===== config.mk =====
export PLATFORM = sky130hd
export DESIGN_NAME = hilo_mult_seq
export DESIGN_NICKNAME = d
export VERILOG_FILES = /design/src/rtl/hilo_mult_seq.sv
export SDC_FILE = /design/constraint.sdc
export NUM_CORES = 2
export LEC_CHECK = 0
export CAP_MARGIN = 20
export CORE_MARGIN = 2
export CORE_UTILIZATION = 55
export DETAILED_ROUTE_END_ITERATION = 16
export GPL_TIMING_DRIVEN = 0
export PLACE_DENSITY = 0.77
export SYNTH_ARGS = -nofsm -noshare
export SYNTH_HDL_FRONTEND = slang
export SYNTH_SLANG_ARGS = --single-unit

===== constraint.sdc =====
create_clock -name CLK -period 10.3 [get_ports CLK]
set_clock_uncertainty 0.2 [all_clocks]
set_input_delay 2.06 -clock CLK [delete_from_list [all_inputs] [get_ports CLK]]
set_output_delay 2.06 -clock CLK [all_outputs]
set_load 0.02 [all_outputs]

===== src/rtl/hilo_mult_seq.sv =====
// hilo_mult_seq: sequential 32x32 multiply unit that owns the HI/LO pair.
// Signed operands are reduced to magnitudes, multiplied unsigned by a
// combinational array multiplier that is given MULT_LAT settle cycles,
// then sign-corrected and committed to HI/LO with a DONE pulse.
// MTHI/MTLO write HI/LO directly whenever the unit is idle.
module hilo_mult_seq #(
  parameter int MULT_LAT = 1
) (
  input  logic        CLK,
  input  logic        RST,
  input  logic        START,
  input  logic        SIGNED,
  input  logic [31:0] A,
  input  logic [31:0] B,
  input  logic        MTHI,
  input  logic        MTLO,
  input  logic [31:0] WDATA,
  output logic        BUSY,
  output logic        DONE,
  output logic [31:0] HI,
  output logic [31:0] LO
);

  typedef enum logic [1:0] {
    IDLE = 2'd0,
    PREP = 2'd1,
    MUL  = 2'd2,
    FIX  = 2'd3
  } state_t;

  // Counter reload value; 3 bits covers MULT_LAT up to 8.
  localparam logic [2:0] CNT_LOAD = 3'(MULT_LAT - 1);

  state_t      state;
  logic [31:0] op_a;
  logic [31:0] op_b;
  logic        op_signed;
  logic        neg;
  logic [31:0] mag_a;
  logic [31:0] mag_b;
  logic [2:0]  cnt;
  logic [63:0] prod_u;
  logic [63:0] raw_prod;

  // Two's-complement magnitude; 0x80000000 maps to itself, a valid unsigned value.
  function automatic logic [31:0] magnitude(input logic [31:0] v, input logic sgn);
    logic [31:0] m;
    if (sgn && v[31]) begin
      m = ~v + 32'd1;
    end else begin
      m = v;
    end
    return m;
  endfunction

  // Full 64-bit negate so the carry ripples from LO into HI; zero stays zero.
  function automatic logic [63:0] sign_fix(input logic [63:0] p, input logic n);
    logic [63:0] r;
    if (n) begin
      r = ~p + 64'd1;
    end else begin
      r = p;
    end
    return r;
  endfunction

  // Unsigned 32x32 array multiplier; its inputs are held stable through MUL.
  always_comb begin
    raw_prod = {32'd0, mag_a} * {32'd0, mag_b};
  end

  // Control FSM with registered BUSY/DONE and the HI/LO architectural state.
  always_ff @(posedge CLK or negedge RST) begin
    if (!RST) begin
      state     <= IDLE;
      op_a      <= 32'd0;
      op_b      <= 32'd0;
      op_signed <= 1'b0;
      neg       <= 1'b0;
      mag_a     <= 32'd0;
      mag_b     <= 32'd0;
      cnt       <= 3'd0;
      prod_u    <= 64'd0;
      BUSY      <= 1'b0;
      DONE      <= 1'b0;
      HI        <= 32'd0;
      LO        <= 32'd0;
    end else begin
      case (state)
        IDLE: begin
          DONE <= 1'b0;
          if (MTHI) begin
            HI <= WDATA;
          end
          if (MTLO) begin
            LO <= WDATA;
          end
          if (START) begin
            op_a      <= A;
            op_b      <= B;
            op_signed <= SIGNED;
            neg       <= SIGNED & (A[31] ^ B[31]);
            BUSY      <= 1'b1;
            state     <= PREP;
          end
        end
        PREP: begin
          DONE  <= 1'b0;
          mag_a <= magnitude(op_a, op_signed);
          mag_b <= magnitude(op_b, op_signed);
          cnt   <= CNT_LOAD;
          state <= MUL;
        end
        MUL: begin
          DONE <= 1'b0;
          if (cnt == 3'd0) begin
            prod_u <= raw_prod;
            state  <= FIX;
          end else begin
            cnt <= cnt - 3'd1;
          end
        end
        FIX: begin
          {HI, LO} <= sign_fix(prod_u, neg);
          DONE     <= 1'b1;
          BUSY     <= 1'b0;
          state    <= IDLE;
        end
        default: begin
          BUSY  <= 1'b0;
          DONE  <= 1'b0;
          state <= IDLE;
        end
      endcase
    end
  end

endmodule


* Word level (Yosys, flattened, before mapping)
Cells that the tools add are included.
Storage, ports and cells: logic and storage cells 60, bits in registers 265
Cells by class: muxes and demuxes 15, reductions and logical operators 14, bitwise gates (word level) 5, multipliers 1, add/sub/neg operators 4, eq/ne operators 8
Operator list (number):
- $mux W32 | 4
- $pmux W32 S2 | 2
- $add A32 B1 Y32 const B | 2
- $add A64 B1 Y64 const B | 1
- $mul A32 B32 Y64 | 1
- $mux W64 | 1
- $not A32 Y32 | 2
- $not A64 Y64 | 1
- $reduce_and A2 Y1 | 7
- $ne A2 B2 Y1 const B | 5
- $pmux W2 S4 | 1
- $pmux W3 S2 | 1
- $eq A2 B2 Y1 const B | 2
- $mux W2 | 2
- $pmux W1 S2 | 2
- $reduce_bool A2 Y1 | 2
- $logic_not A3 Y1 | 1
- $mux W3 | 1
- $reduce_or A3 Y1 | 1
- $sub A3 B1 Y3 const B | 1
- $eq A2 B1 Y1 const B | 1
- $logic_and A1 B1 Y1 | 2
- $logic_not A2 Y1 | 1
- $and A1 B1 Y1 | 1
- 2 further kinds | 2

* Longest topological paths before layout
depth in word-level cells 4, depth in mapped cells 29, gate-level depth less buffers 27

* Worst setup path after synthesis
No wires, ideal clock.
kind reg-to-reg, start point register mag_a[18], end point register prod_u[62], period minus slack after synthesis 7449 ps, cell stages (with the launch flop) 25, setup slack 2851 ps, setup time 136 ps, required time 9964 ps, data arrival time 7113 ps, cells stage by stage dfrtp_1 -> clkbuf_1 -> and2_1 -> fa_1 -> inv_1 -> fa_1 -> fa_1 -> fa_1 -> inv_1 -> fa_1 -> fa_1 -> fa_1 -> inv_1 -> fa_1 -> inv_1 -> ha_1 -> clkbuf_1 -> and4_1 -> nand4_1 -> a211oi_1 -> nor4_1 -> nor2_1 -> a41oi_1 -> o2111ai_1 -> or3b_2
Between the ends: longest elaborated chain between the ends 1
RTL lines:
- start, declared | RTL line 39 | logic [31:0] mag_a;
- start signal, assigned | RTL line 109 | mag_a <= magnitude(op_a, op_signed);
- $mul A32 B32 Y64 | RTL line 69 | raw_prod = {32'd0, mag_a} * {32'd0, mag_b};
- end signal, assigned | RTL line 117 | prod_u <= raw_prod;
- end, declared | RTL line 42 | logic [63:0] prod_u;
Every way passes these cells. A chain may end at the register's enable or synchronous reset.

* Final worst setup path
start point register mag_a[11], end point register prod_u[62]
Same word-level chain as after synthesis.

==> results by group <==
Routing
  • Drt wl/cell: 27.7 um
  • DRC: 0
  • WL final: 176000 um
  • Via/cell ratio: 6.13
  • Antenna-violating nets left: 0
  • 1st-iter DRT viols: 4390
  • Drt pass-1 iters: 6
  • Vias: 38894

Critical path
  • CP Data Arrival Time: 10360 ps
  • Required @ worst endpoint: 10570 ps
  • Worst R2R Start: mag_a[11]
  • Worst Path Class, Setup: reg -> reg
  • Setup slack, reg-to-reg: 210 ps
  • Critical Path Source: mag_a[11]
  • Crit path max fanout: 11
  • Critical path capture point: prod_u[62]
  • FF-to-FF End: prod_u[62]
  • CP Capture Type: flip-flop
  • CP startpoint kind: flip-flop
  • Reg2Reg Depth: 24

Synth
  • Synth top area cells: fa_1 39%, dfrtp_1 14%, and2_1 8.2%
  • Post-Syn Instances: 5002
  • Top_reg_cell synth: dfrtp_1
  • Yosys warning total: 0
  • Syn avg cell area: 9.23 um2
  • Syn_nets: 6272
  • Post-synth EDFFs: 0
  • Yosys top cell by area: fa_1
  • Seq/Total Area, Yosys: 14.4%
  • Post-synthesis cell area: 46200 um2
  • Share of synthesized flip-flops with an asynchronous set or reset: 100%
  • Area share of the largest cell type after synthesis: 38.8%
  • Seq cells post-synth: 265
  • Post-synth cell types: 73

Timing
  • Hold_ws: 273 ps
  • Transition time of the tightest slew-check pin: 1320 ps
  • Peak Freq: 0.0991 GHz
  • Final-report max-slew violation count: 0
  • Period Utilization, post-route: 98.0%
  • Max-slew headroom: 12.2%
  • Final worst path period need: 10090 ps
  • RSZ-0062 raised after global routing: no
  • Final Setup Violations: 0
  • Fin. Hold Viols: 0

Hold path
  • Worst Hold Class: reg -> reg

Clock network
  • Worst-Skew Late Latency: 630 ps
  • Cts bufs inserted: 31
  • Longest Clk Path Bufs: 3
  • CTS clk-pin slew, worst paths: 70 ps
  • Hold_buf cts: 0
  • Root buffer cell: clkbuf_16
  • Post-CTS Setup Bufs: 0
  • Clk sink count: 265
  • Post-cts gate resize count: 0
  • # H-tree levels: 1
  • CTS tree: yes

Global route
  • Pin count of the biggest net entering global routing: 122
  • Initial antenna violation count: 25
  • First-pass GRT wire length: 257000 um
  • Vias in the first global route: 39148
  • GRT Util Overall: 41.5%
  • Total gr overflow: 0

Placement
  • Port Buf Inserts: 167
  • Gpl congestion: 1.11
  • Total placed cells including tap cells: 6253
  • Post-DP HPWL: 141000 um

Finish
  • Fin nets: 6485
  • FILL cells: 7187
  • Layout area overhead: 9.38%
  • Layout cells sized above 1: 3.07%
  • Final core occ: 60.5%
  • Final Instance Count excl. Fillers: 6348

Outcome
  • Status: finished clean

Die
  • Initial Util: 55.4%
  • Core Rows: 106
  • Core area: 83400 um2
  • Die width: 294 um
  • Die Span Y: 294 um
  • I/O pin count: 168
  • DIE AREA: 86300 um2

Run
  • Max_cap viols: 0
==> sequential cells by signal, summed over array words and instances (netlist names) <==
name       flops
prod_u        64
HI            32
LO            32
mag_a         32
mag_b         32
op_a          32
op_b          32
cnt            3
state          2
BUSY           1
DONE           1
neg            1
op_signed      1
==> stage by stage <==
step / area (um2) / worst slack, ps / TNS, ps
3_3_place_gp: 49200 / -4840 / -1269550
6_report: 50500 / 207 / 0
4_1_cts: 50300 / 551 / 0
2_1_floorplan: 46200 / 2850 / 0
5_1_grt: 50400 / 129 / 0
3_5_place_dp: 49300 / 581 / 0
==> cells in the final DEF, fill, tap and decap left out, types with 8 or more instances in the layout <==
cell type,Yosys,final
fa_1,896,896
inv_1,883,883
nand2_1,645,645
and2_1,608,608
clkbuf_1,278,283
ha_1,272,272
dfrtp_1,265,265
o21ai_0,169,169
clkdlybuf4s50_1,0,166
a21oi_1,156,156
nor2_1,150,150
xor2_1,109,109
mux2_2,68,68
xnor2_1,63,63
a21o_1,57,57
o31ai_1,37,37
a211oi_1,36,36
clkbuf_16,0,31
diode_2,0,30
nand3_1,30,30
nor3_1,30,30
nand4_1,18,18
o41ai_1,17,17
or3_1,16,16
nand2b_1,15,15
or4_1,14,14
and3_1,14,14
nor4_1,13,13
o21bai_1,13,13
clkbuf_8,0,13
nor2b_1,10,10
buf_1,9,9
a31oi_1,8,8
a21boi_0,8,8
==> worst min path at each step <==
stage	to	slack [ps]	cells past startpoint	from
global route	LO[3]	290	1	LO[3]
finish	LO[3]	270	1	LO[3]
floorplan	cnt[0]	260	1	cnt[0]
global placement	LO[17]	260	1	LO[17]
CTS	HI[3]	280	1	HI[3]
detailed placement	LO[28]	260	1	LO[28]
==> cell type report <==
type | count | area [um2] | area share (%)
well taps | 1080 | 1350 | 2.68
plain buffers | 290 | 1090 | 2.17
repair buffers | 180 | 1870 | 3.70
diodes | 30 | 75.1 | 0.149
clock buffers | 49 | 973 | 1.93
flip-flops and latches | 265 | 6630 | 13.1
inverters | 883 | 3310 | 6.56
multi-input cells | 3564 | 35100 | 69.6
clock inverters | 7 | 62.6 | 0.124
==> synthesized netlist by cell type, types with 4 or more instances <==
cell type  instances
a211oi_1          36
a21boi_0           8
a21o_1            57
a21oi_1          156
a221oi_1           4
a31oi_1            8
a41oi_1            4
and2_1           608
and3_1            14
buf_1              9
clkbuf_1         278
dfrtp_1          265
fa_1             896
ha_1             272
inv_1            883
mux2_2            68
mux2i_1            5
nand2_1          645
nand2b_1          15
nand3_1           30
nand3b_1           4
nand4_1           18
nor2_1           150
nor2b_1           10
nor3_1            30
nor4_1            13
o2111ai_1          7
o21a_1             7
o21ai_0          169
o21bai_1          13
o31ai_1           37
o41ai_1           17
or2_2              7
or3_1             16
or4_1             14
xnor2_1           63
xor2_1           109
==> worst max-delay path, stage by stage, from the launching register on <==
cell and delay [ps]:
dfrtp_1 770, clkbuf_1 940, and2_1 260, fa_1 460
fa_1 530, fa_1 520, inv_1 50, fa_1 470
inv_1 60, fa_1 500, inv_1 60, fa_1 540
inv_1 60, fa_1 430, fa_1 600, ha_1 320
clkbuf_1 300, and4_1 280, nand4_1 100, a211oi_1 550
nor4_1 170, nor2_1 460, a41oi_1 490, o2111ai_1 320
or3b_2 460
==> routing by layer <==
layer	vias up	track usage (%)	routed length (um)	part of all wire (%)
li1	15730	-	-	-
met1	19582	51.7	61400	35
met2	2830	59.5	73500	42
met3	742	16.2	25100	14
met4	10	28.5	15800	9.0
met5	-	0	212	0.12
==> cell families after synthesis <==
family / count (synthesis) / share of synthesized area, %
AND/OR/NAND/NOR: 1598 / 17.4
flip-flops: 265 / 14.4
buffers and inverters: 1173 / 9.55
XOR/XNOR: 172 / 3.26
adder cells (fa/ha/maj): 1168 / 46.2
AO/OA/AOI/OAI: 553 / 7.41
multiplexers: 73 / 1.77
Power is left out: the tool's default activity adds up to more than one toggle a clock period on the data nets, which glitch-free logic cannot reach.
